[config.mk]
export PLATFORM = sky130hd
export DESIGN_NAME = vram_arbiter
export DESIGN_NICKNAME = d
export VERILOG_FILES = /design/src/rtl/vram_arbiter.sv
export SDC_FILE = /design/constraint.sdc
export NUM_CORES = 1
export LEC_CHECK = 0
export CORE_UTILIZATION = 61
export CTS_CLUSTER_SIZE = 12
export DETAILED_ROUTE_END_ITERATION = 12
export PLACE_DENSITY_LB_ADDON = 0.3
export SYNTH_ARGS = -nofsm -noshare
export SYNTH_HDL_FRONTEND = slang
export SYNTH_SLANG_ARGS = --single-unit
[constraint.sdc]
create_clock -name clk -period 9.9 [get_ports clk]
set_clock_uncertainty 0.2 [all_clocks]
set_input_delay 1.98 -clock clk [delete_from_list [all_inputs] [get_ports clk]]
set_output_delay 1.98 -clock clk [all_outputs]
set_load 0.05 [all_outputs]
[src/rtl/vram_arbiter.sv]
// vram_arbiter: shares an async SRAM between display reads (priority in active video) and FIFO-buffered host writes drained in blanking
module vram_arbiter #(
  parameter int ADDR_W     = 19,
  parameter int DATA_W     = 8,
  parameter int FIFO_DEPTH = 8
) (
  input  logic                          clk,
  input  logic                          rst_n,
  input  logic [ADDR_W-1:0]             disp_addr,
  input  logic                          h_blank,
  input  logic                          v_blank,
  output logic [DATA_W-1:0]             pix_data,
  output logic                          pix_valid,
  input  logic                          host_wr_valid,
  output logic                          host_wr_ready,
  input  logic [ADDR_W-1:0]             host_addr,
  input  logic [DATA_W-1:0]             host_data,
  output logic [ADDR_W-1:0]             sram_addr,
  input  logic [DATA_W-1:0]             sram_dq_in,
  output logic [DATA_W-1:0]             sram_dq_out,
  output logic                          sram_dq_oe,
  output logic                          sram_oe_n,
  output logic                          sram_we_n,
  output logic [$clog2(FIFO_DEPTH):0]   fifo_level,
  output logic [7:0]                    underrun_cnt
);
  localparam int PW = $clog2(FIFO_DEPTH);
  localparam int LW = PW + 1;
  typedef enum logic [2:0] {READ, W_SETUP, W_STROBE, W_HOLD, TURN} state_t;
  state_t state_q;
  logic [ADDR_W+DATA_W-1:0] mem_q [FIFO_DEPTH];
  logic [PW-1:0] wr_ptr_q, rd_ptr_q;
  logic [LW-1:0] level_d;
  logic [ADDR_W+DATA_W-1:0] head;
  logic blank, full, push, pop, rd_q;
  assign blank = h_blank | v_blank;
  assign full = fifo_level == LW'(FIFO_DEPTH);
  assign host_wr_ready = ~full;
  assign push = host_wr_valid & ~full;
  assign pop = state_q == W_HOLD;
  assign level_d = fifo_level + LW'(push) - LW'(pop);
  assign head = mem_q[rd_ptr_q];
  always_ff @(posedge clk)
    if (push) mem_q[wr_ptr_q] <= {host_addr, host_data};
  always_ff @(posedge clk or negedge rst_n)
    if (!rst_n) begin
      state_q      <= READ;
      wr_ptr_q     <= '0;
      rd_ptr_q     <= '0;
      fifo_level   <= '0;
      rd_q         <= 1'b0;
      pix_valid    <= 1'b0;
      pix_data     <= '0;
      underrun_cnt <= '0;
      sram_addr    <= '0;
      sram_dq_out  <= '0;
      sram_dq_oe   <= 1'b0;
      sram_oe_n    <= 1'b1;
      sram_we_n    <= 1'b1;
    end else begin
      wr_ptr_q   <= wr_ptr_q + PW'(push);
      rd_ptr_q   <= rd_ptr_q + PW'(pop);
      fifo_level <= level_d;
      rd_q       <= state_q == READ && !blank;
      pix_valid  <= rd_q;
      if (rd_q) pix_data <= sram_dq_in;
      if (!blank && state_q != READ && underrun_cnt != 8'hff) underrun_cnt <= underrun_cnt + 8'd1;
      case (state_q)
        READ: begin
          sram_addr  <= disp_addr;
          sram_oe_n  <= 1'b0;
          sram_we_n  <= 1'b1;
          sram_dq_oe <= 1'b0;
          if (blank && fifo_level != '0) state_q <= W_SETUP;
        end
        W_SETUP: begin
          sram_addr   <= head[ADDR_W+DATA_W-1:DATA_W];
          sram_dq_out <= head[DATA_W-1:0];
          sram_dq_oe  <= 1'b1;
          sram_oe_n   <= 1'b1;
          sram_we_n   <= 1'b1;
          state_q     <= W_STROBE;
        end
        W_STROBE: begin
          sram_we_n <= 1'b0;
          state_q   <= W_HOLD;
        end
        W_HOLD: begin
          sram_we_n <= 1'b1;
          state_q   <= blank && level_d != '0 ? W_SETUP : TURN;
        end
        TURN: begin
          sram_dq_oe <= 1'b0;
          sram_oe_n  <= 1'b1;
          state_q    <= READ;
        end
        default: state_q <= READ;
      endcase
    end
endmodule

==> results.md, run 1 <==
* Most frequent cells in the layout: edfxtp_1 (216), clkdlybuf4s50_1 (109), dfrtp_1 (57)
* Most common cell after layout, fill and taps aside: edfxtp_1
* Final setup violation count at 0
* Mux cell area share after synthesis at 12.76%
* Vias per cell at 6.167
* Synth Area in XOR/XNOR at 0.9677%
* Clk slew on worst S/H paths at 0.06 ns
* H-Tree Depth at 1
* Dpl hpwl at 12190 µm
* Status: completed
* Critical-path maximum fanout at 3
* RSZ-0062 raised after global routing: no
* Transition time of the tightest slew-check pin at 1.085 ns
* Max-Slew Margin vs Limit at 27.67%
* Initial antenna violation count at 0
* # IOs at 111
* CTS Hold Bufs at 0
* GR Util All Layers at 25.12%
* CP endpoint kind: flop
* Avg Synthesized Cell Area at 19.32 µm²
* Period utilisation layout at 46.66%
* Setup TNS at 0 ns
* R2R Setup Slk at 6.27 ns
* Synth Area in Simple Gates at 5.300%
* RD Place Congestion at 0.7504
* Die height at 135.4 µm
* Crit path from: host_wr_valid
* Max stage delay on crit path at 0.53 ns
* FMAX at 216.5 MHz
* Hold Crit Start: sram_we_n$_DFFE_PN1P_
* Final ANT Viol Nets at 0
* CTS Buf Count at 28
* Static Leakage at 4.525 nW
* Reg2reg start: state_q[0]$_DFFE_PN0P_
* CP Class: input pin to flop
* Post-synthesis sequential area ratio at 73.80%
* Max Cap Viol at 0
* Grt ovf at 0
* Share of cells above drive strength 1 at 20.23%
* Setup slack after layout at 5.281 ns
* Layout Nets at 751
* Die Area at 0.01834 mm²
* Cell Rows at 48
* DRT Pass-1 Iters at 6
* Clk sinks at 277
* Vias in the first global route at 6026
* ANT cells at 0
* Startpoint types: input pin
* Layout area overhead at 20.36%
* # Post-CTS Setup Buffers at 0
* Final hold vios at 0
* Width of the chip at 135.4 µm
* Yosys reg bits at 277
* Post_cts resized at 0
* Cell Chain, Critical Path: clkdlybuf4s50_1 > nand2_1 > ha_1 > inv_1 > ha_1 > fa_1 > or3_1 > a211oi_1 > nor2_1 > a211o_1
* Clk root buf: clkbuf_16
* WL/cell at 23.46 µm
* Ys async rst share at 22.02%
* Fill count at 967
* Pre-CTS WS at 4.751 ns
* Syn Inst Count at 562
* Mapped Area at 0.01086 mm²
* Clock tree from TritonCTS: yes
* Most used cell, CP: ha_1
* Port Buffer Count at 110
* Crit-path slowest cell: clkdlybuf4s50_1
* Iter 0 DRT Violations at 351
* Clock Path Buffers at 3
* Routed WL at 21750 µm
* Clock Latency Late Sink at 0.53 ns
* Syn nets at 633
* Compound-cell area share of the yosys netlist at 3.836%
* Max-slew violations at 0
* # placed instances at 875
* Core ar. at 0.01736 mm²
* Post-synthesis adder-cell area fraction at 1.452%
* Largest net degree at the start of global routing at 62
* Critical path arrival at 4.83 ns
* First-pass GRT wire length at 33950 µm
* Worst Hold Class: flop to flop
* CP Data Required Time at 10.11 ns
* Effective utilization at floorplan at 62.57%
* Drt drc at 0
* Tmin final at 4.619 ns
* Vias after detailed routing at 5717
* Synth Warn # at 0
* VDD IR max at 0.2755 mV
* Largest family of logic cells by synthesized area: multiplexers
* Finished Layout Cells at 927
* Main synth FF type: edfxtp_1
* Power density cells at 327.0 mW/mm²
* Synth cell types at 42
* EDFF count, synth at 216
## cells by family after synthesis
| kind of cell | after synthesis |
|---|---|
| AOI/OAI and AO/OA | 41 |
| xor gates and xnor gates | 12 |
| adders and majority gates | 12 |
| buffers and inverters | 39 |
| DFF | 277 |
| muxes | 70 |
| and+or+nand+nor | 111 |
## cells in the mapped netlist, types with 4 or more instances
cell type | number | share of area, %
edfxtp_1 | 216 | 60
dfrtp_1 | 59 | 14
mux4_2 | 54 | 11
nand2_1 | 29 | 1.0
nand3_1 | 24 | 1.1
nor2_1 | 21 | 0.73
nor3b_1 | 21 | 1.5
a221oi_2 | 15 | 2.1
a21oi_1 | 13 | 0.60
clkbuf_1 | 12 | 0.41
ha_1 | 11 | 1.3
buf_2 | 10 | 0.46
inv_1 | 8 | 0.28
mux2_2 | 8 | 0.83
mux2i_1 | 8 | 0.74
xor2_1 | 8 | 0.65
nor3_1 | 5 | 0.23
a221oi_1 | 4 | 0.32
buf_4 | 4 | 0.28
buf_6 | 4 | 0.41
xnor2_1 | 4 | 0.32
## flip-flops by register name, summed over array words and instances (netlist names)
signal        cells
fifo_level        4
mem_q           216
pix_data          8
pix_valid         1
rd_ptr_q          3
rd_q              1
sram_addr        19
sram_dq_oe        1
sram_dq_out       8
sram_oe_n         1
sram_we_n         1
state_q           3
underrun_cnt      8
wr_ptr_q          3
## through the flow
| stage | hold WS, ns | instance area, µm² | power [mW] | utilization (%) |
|---|---|---|---|---|
| 2_1_floorplan | 0.1519 | 10860 | 2.833 | - |
| 3_3_place_gp | 0.2567 | 12190 | 3.244 | 70.26 |
| 3_5_place_dp | 0.2632 | 12190 | 3.307 | 70.26 |
| 4_1_cts | 0.2730 | 13070 | 4.309 | 75.31 |
| 5_1_grt | 0.2979 | 13070 | 4.471 | 75.31 |
| 6_report | 0.2715 | 13070 | 4.274 | 75.31 |
## per-layer routing
| metal | vias up | GRT usage [%] | wire length (µm) |
|---|---|---|---|
| li1 | 2483 | - | - |
| met1 | 2945 | 34.65 | 8684 |
| met2 | 250 | 42.39 | 11200 |
| met3 | 39 | 4.227 | 1491 |
| met4 | 0 | 6.117 | 376 |
| met5 | - | 0 | 0 |
## final cells by class
class	count	area (µm²)	share of cell area, %
clock inverter	1	16.27	0.1244
timing repair buffer	119	1164	8.902
clock buffer	51	860.8	6.586
sequential	277	8020	61.36
inverter	8	30.03	0.2297
multi-input combinational	246	2699	20.65
tap	225	281.5	2.154
## worst max-delay path, delay by kind of cell
family,cells,cell delay [ns]
AOI/OAI and AO/OA,2,0.71
adders and majority gates,3,0.97
buffers and inverters,2,0.57
and+or+nand+nor,3,0.61
## report_power, final
part / total (mW) / internal, mW / leakage, nW / switching [mW]
clock network: 0.990 / 0.582 / 0.425 / 0.408
registers: 1.68 / 1.52 / 2.69 / 0.156
logic: 1.60 / 0.631 / 1.41 / 0.973
## worst paths after layout
| check | to | cells past startpoint |
|---|---|---|
| worst min register to register | sram_we_n$_DFFE_PN1P_ | 2 |
| min in group asynchronous | underrun_cnt[4]$_DFFE_PN0P_ | 2 |
| max in group asynchronous | rd_ptr_q[0]$_DFF_PN0_ | 2 |
| worst min-delay path | sram_we_n$_DFFE_PN1P_ | 2 |
| worst max register to register | state_q[0]$_DFFE_PN0P_ | 11 |
| worst max-delay path | state_q[0]$_DFFE_PN0P_ | 10 |
No activity file was read; power rests on OpenSTA's default activity.
==> run 2: changes to the inputs <==
--- a/config.mk
+++ b/config.mk
@@ -5,7 +5,7 @@
 export SDC_FILE = /design/constraint.sdc
 export NUM_CORES = 1
 export LEC_CHECK = 0
-export CORE_UTILIZATION = 61
+export CORE_UTILIZATION = 51
 export CTS_CLUSTER_SIZE = 12
 export DETAILED_ROUTE_END_ITERATION = 12
 export PLACE_DENSITY_LB_ADDON = 0.3
==> constraint.sdc (replaced) <==
create_clock -name clk -period 4.1 [get_ports clk]
set_clock_uncertainty 0.2 [all_clocks]
set_input_delay 0.82 -clock clk [delete_from_list [all_inputs] [get_ports clk]]
set_output_delay 0.82 -clock clk [all_outputs]
set_load 0.05 [all_outputs]
==> run 2 against run 1 <==
Total power rose by 140%; clock power rose by 140%; final area rose by 1.5%; critical path type unchanged; largest power group unchanged; highest routed layer unchanged.
==> results.md, run 2 (synthesized netlist as in run 1, its figures left out) <==
* R2R Setup Slk at 0.78 ns
* Clk slew on worst S/H paths at 0.06 ns
* Clk pwr share at 22.8%
* Flop pwr share at 40.1%
* Combinational share of power at 37.1%
* Port Buffer Count at 110
* GR Util All Layers at 20.76%
* Die height at 147.9 µm
* Switching Share at 35.83%
* RSZ-0062 raised after global routing: no
* Final setup violation count at 0
* DRT Pass-1 Iters at 4
* Worst Hold Class: flop to flop
* Max reg flops at 216
* Effective utilization at floorplan at 51.83%
* Finished Layout Cells at 993
* WL/cell at 21.90 µm
* First-pass GRT wire length at 34030 µm
* CP endpoint kind: flop
* Period utilisation layout at 82.36%
* Final hold vios at 0
* Post_cts resized at 0
* Layout area overhead at 22.13%
* H-Tree Depth at 1
* Biggest regs: mem_q x216, sram_addr x19
* Hold Crit Start: sram_we_n$_DFFE_PN1P_
* Tmin final at 3.377 ns
* Clk sinks at 277
* Routed WL at 21750 µm
* Max Cap Viol at 0
* Die Area at 0.02188 mm²
* Clock Path Buffers at 3
* Width of the chip at 147.9 µm
* RD Place Congestion at 0.8031
* Drt drc at 0
* Vias in the first global route at 6012
* Share of cells above drive strength 1 at 21.31%
* CP Class: input pin to flop
* Fill count at 1477
* Min-Delay Endpoint: sram_we_n$_DFFE_PN1P_
* Most frequent cells in the layout: edfxtp_1 (216), clkdlybuf4s50_1 (109), dfrtp_1 (57)
* Core ar. at 0.02096 mm²
* Startpoint types: input pin
* Hold Crit Depth at 2
* Largest net degree at the start of global routing at 39
* Cell Rows at 53
* Clk root buf: clkbuf_16
* Largest Register: mem_q
* Static Leakage at 4.604 nW
* Power density cells at 783.0 mW/mm²
* Setup TNS at 0 ns
* ANT cells at 0
* Final ANT Viol Nets at 0
* Clock Latency Late Sink at 0.53 ns
* Vias after detailed routing at 5724
* P_int at 6.664 mW
* CTS Buf Count at 28
* Switching power at 3.721 mW
* Dpl hpwl at 13100 µm
* Status: completed
* Vias per cell at 5.764
* VDD IR max at 0.4057 mV
* CP Data Required Time at 4.31 ns
* Grt ovf at 0
* Iter 0 DRT Violations at 448
* # placed instances at 940
* Fin Hold WS at 0.2650 ns
* Worst R2R End: state_q[0]$_DFFE_PN0P_
* R2R cell count at 12
* Layout Nets at 767
* Max-slew violations at 0
* Max-Slew Margin vs Limit at 30.81%
* FMAX at 296.2 MHz
* # IOs at 111
* Clock tree from TritonCTS: yes
* Critical-path maximum fanout at 3
* Most common cell after layout, fill and taps aside: edfxtp_1
* Critical path arrival at 3.59 ns
* Initial antenna violation count at 0
* Transition time of the tightest slew-check pin at 1.038 ns
* Reg2reg start: fifo_level[2]$_DFF_PN0_
==> run 2: stage by stage <==
step / worst slack (ns) / instance area, µm² / total power [mW] / utilization (%)
2_1_floorplan: 0.2552 / 10870 / 6.844 / -
3_3_place_gp: 0.2429 / 12390 / 7.985 / 59.15
3_5_place_dp: 0.1742 / 12390 / 8.100 / 59.15
4_1_cts: 0.7214 / 13260 / 10.49 / 63.30
5_1_grt: 0.5501 / 13260 / 10.88 / 63.30
6_report: 0.7234 / 13260 / 10.39 / 63.30
==> run 2: worst max-delay path: stages <==
cell and delay, ns:
clkdlybuf4s50_1 0.52, nand2_1 0.09, ha_1 0.27, inv_1 0.07, ha_1 0.21, fa_1 0.46
or3b_1 0.41, a2111oi_2 0.39, nor2_1 0.08, a211o_1 0.27
==> run 2: worst max-delay path by stage <==
stage               cells after the start                     from                endpoint  slack [ns]
global route                           12  fifo_level[2]$_DFF_PN0_  state_q[0]$_DFFE_PN0P_        0.55
floorplan                              12  fifo_level[2]$_DFF_PN0_  state_q[0]$_DFFE_PN0P_        0.26
detailed placement                     10            host_wr_valid  state_q[0]$_DFFE_PN0P_        0.17
global placement                       10            host_wr_valid  state_q[0]$_DFFE_PN0P_        0.24
CTS                                    10            host_wr_valid  state_q[0]$_DFFE_PN0P_        0.72
finish                                 10            host_wr_valid  state_q[0]$_DFFE_PN0P_        0.72
==> run 2: final cells by class <==
type	instances	area (µm²)	share of cell area [%]
tap	275	344.1	2.594
sequential	277	8020	60.47
clock buffer	48	817.0	6.160
multi-input combinational	246	2711	20.44
timing repair buffer	135	1299	9.792
inverter	8	30.03	0.2264
clock inverter	4	42.54	0.3207
==> run 2: power by group through the flow <==
stage	Combinational [mW]	Sequential, mW	Clock [mW]
2_1_floorplan	2.11	4.74	0
3_3_place_gp	3.80	4.19	0
3_5_place_dp	3.87	4.23	0
4_1_cts	3.90	4.18	2.41
5_1_grt	4.11	4.25	2.52
6_report	3.85	4.17	2.37
==> run 2: what timing repair did <==
item,in CTS,in global routing
hold buffers,1,0
hold endpoints to repair,13,0
buffers inserted,0,0
==> run 2: per-layer routing <==
layer / track usage (%) / part of all wire [%]
met5: 0 / 0
met1: 27.97 / 41
met4: 4.845 / 1.6
met3: 2.809 / 6.0
met2: 36.13 / 51
==> run 3: changes to the inputs <==
==> constraint.sdc (replaced) <==
create_clock -name clk -period 2.9 [get_ports clk]
set_clock_uncertainty 0.2 [all_clocks]
set_input_delay 0.58 -clock clk [delete_from_list [all_inputs] [get_ports clk]]
set_output_delay 0.58 -clock clk [all_outputs]
set_load 0.05 [all_outputs]
==> run 3 against run 2 <==
The run now ends with setup timing left; final area is 2.3% higher; first-iteration DRC count is 31% lower; register-to-register slack got worse by 0.82 ns; utilization up 1.4 points; global-route usage decreased by 0.098 points; clock power grew 36%; sequential share of layout area down 1.3 points; critical path depth increased by 1.
==> results.md, run 3 (synthesized netlist as in run 1, its figures left out) <==
* Period utilisation layout at 101.3%
* Tmin final at 2.938 ns
* Share of cells above drive strength 1 at 24.90%
* CP Class: flop to flop
* Clock tree from TritonCTS: yes
* Power density cells at 1104 mW/mm²
* Fill count at 1432
* Most used cell, CP: ha_4
* DP Area at 0.01272 mm²
* GR Util All Layers at 20.66%
* Width of the chip at 147.9 µm
* Effective utilization at floorplan at 51.83%
* CTS Buf Count at 28
* VDD IR max at 0.6428 mV
* Pre-CTS WS at -0.6336 ns
* Final ANT Viol Nets at 0
* DRT Pass-1 Iters at 5
* Min-Delay Endpoint: sram_we_n$_DFFE_PN1P_
* R2R cell count at 11
* Iter 0 DRT Violations at 308
* Finished Cell Area at 0.01356 mm²
* Vias per cell at 5.645
* Worst R2R End: state_q[0]$_DFFE_PN0P_
* RD Place Congestion at 0.8439
* Switching power at 5.381 mW
* ANT cells at 0
* Multi-input gate area at 0.002803 mm²
* Hold Crit Depth at 2
* Largest net degree at the start of global routing at 40
* RSZ-0062 raised after global routing: yes
* FMAX at 340.4 MHz
* Clock Latency Late Sink at 0.53 ns
* Crit-path slowest cell: fa_1
* P_int at 9.590 mW
* # placed instances at 953
* Seq. cell area at 0.008025 mm²
* CP endpoint kind: flop
* Port Buffer Count at 110
* WL/cell at 21.34 µm
* Worst Hold Class: flop to flop
* Static Leakage at 4.690 nW
* Die Area at 0.02188 mm²
* Drt drc at 0
* Clk pwr share at 21.6%
* Clock Path Buffers at 3
* Critical-path maximum fanout at 3
* Core ar. at 0.02096 mm²
* Max stage delay on crit path at 0.49 ns
* Hold Crit Start: sram_we_n$_DFFE_PN1P_
* Clk sinks at 277
* Largest Register: mem_q
* Most common cell after layout, fill and taps aside: edfxtp_1
* First-pass GRT wire length at 34140 µm
* Failing checks: setup timing
* Transition time of the tightest slew-check pin at 0.6040 ns
* H-Tree Depth at 1
* # IOs at 111
* Final hold vios at 0
* Max Cap Viol at 0
* Status: finished, violations left
* Cell Chain, Critical Path: ha_4 > nand2_8 > nand2_4 > ha_4 > inv_2 > ha_4 > fa_1 > or3b_4 > a2111oi_4 > nor2_1 > a211o_1
* Layout Nets at 781
* Startpoint types: flop
* Clk slew on worst S/H paths at 0.06 ns
* Cell Rows at 53
* CP Data Required Time at 3.11 ns
* Most frequent cells in the layout: edfxtp_1 (216), clkdlybuf4s50_1 (108), mux4_2 (54)
* Vias in the first global route at 6174
* Max-Slew Margin vs Limit at 59.73%
* Die height at 147.9 µm
* Critical path arrival at 3.15 ns
* Layout area overhead at 24.90%
* R2R Setup Slk at -0.04 ns
* Setup slack after layout at -0.03774 ns
* Flop pwr share at 38.5%
* Reg2reg start: fifo_level[3]$_DFF_PN0_
* Clk root buf: clkbuf_16
* Vias after detailed routing at 5679
* Initial antenna violation count at 1
* Grt ovf at 0
* Combinational share of power at 40.0%
* Final setup violation count at 1
* Max-slew violations at 0
* Dpl hpwl at 13490 µm
* Switching Share at 35.94%
* Finished Layout Cells at 1006
* Max reg flops at 216
* Power, Total at 14.97 mW
* Setup TNS at -0.03774 ns
* Routed WL at 21460 µm
* Biggest regs: mem_q x216, sram_addr x19
run 3: cell count changes in the layout (fill, tap and decap cells not counted), moves of 2 or more:
cell / change
dfrtp_2: +4
buf_4: +3
ha_1: -3
ha_4: +3
inv_1: -2
dfrtp_1: -4
inv_2: +2
nand2_1: -2
buf_12: +11
nor2_1: -2
run 3: how the worst max path moves through the flow:
stage                     slack [ns]                    start  depth (start not counted)                     end
after floorplan                -0.28  fifo_level[2]$_DFF_PN0_                         12  state_q[0]$_DFFE_PN0P_
after global placement         -0.53            host_wr_valid                         10  state_q[0]$_DFFE_PN0P_
after detailed placement       -0.63            host_wr_valid                         10  state_q[0]$_DFFE_PN0P_
after CTS                      -0.04  fifo_level[3]$_DFF_PN0_                         11  state_q[0]$_DFFE_PN0P_
after global routing           -0.11  fifo_level[2]$_DFF_PN0_                         12  state_q[0]$_DFFE_PN0P_
final                          -0.04  fifo_level[3]$_DFF_PN0_                         11  state_q[0]$_DFFE_PN0P_
run 3: per-layer routing:
metal  share of wire [%]  vias up  track usage [%]
met3                 8.0       38            3.611
met4                 1.8        0            5.464
met2                  50      206            35.38
li1                    -     2547                -
met1                  40     2888            27.51
met5                   0        -                0
run 3: timing repair:
action | 4_1_cts | 5_1_grt
buffers inserted | 1 | 0
hold endpoints to repair | 20 | 0
setup endpoints to repair | 3 | 1
gates resized for setup | 2 | 1
pin swaps | 3 | 0
hold buffers | 1 | 0
run 3: worst max-delay path, delay by kind of cell (launching register included):
kind                       cells  cell delay, ns
and+or+nand+nor                4            0.60
AOI/OAI and AO/OA              2            0.48
buffers and inverters          1            0.04
DFF                            1            0.42
adders and majority gates      4            1.09
run 3: through the flow:
step	utilization, %	hold WS (ns)
6_report	64.73	0.2716
5_1_grt	64.73	0.3034
4_1_cts	64.71	0.2728
3_5_place_dp	60.68	0.2637
3_3_place_gp	60.68	0.2619
2_1_floorplan	-	0.08441
run 3: layout make-up:
type / count / area share, %
repair buffers: 149 / 11.36
well taps: 275 / 2.537
clock inverters: 5 / 0.2491
multi-input cells: 246 / 20.66
flip-flops and latches: 277 / 59.16
inverters: 8 / 0.2214
clock buffers: 46 / 5.811
run 3: power groups by stage:
| stage | clock (mW) | sequential [mW] | combinational (mW) |
|---|---|---|---|
| 2_1_floorplan | 0 | 6.71 | 3.11 |
| 3_3_place_gp | 0 | 5.77 | 5.87 |
| 3_5_place_dp | 0 | 5.84 | 6.03 |
| 4_1_cts | 3.30 | 5.77 | 6.09 |
| 5_1_grt | 3.46 | 5.87 | 6.40 |
| 6_report | 3.23 | 5.76 | 5.98 |
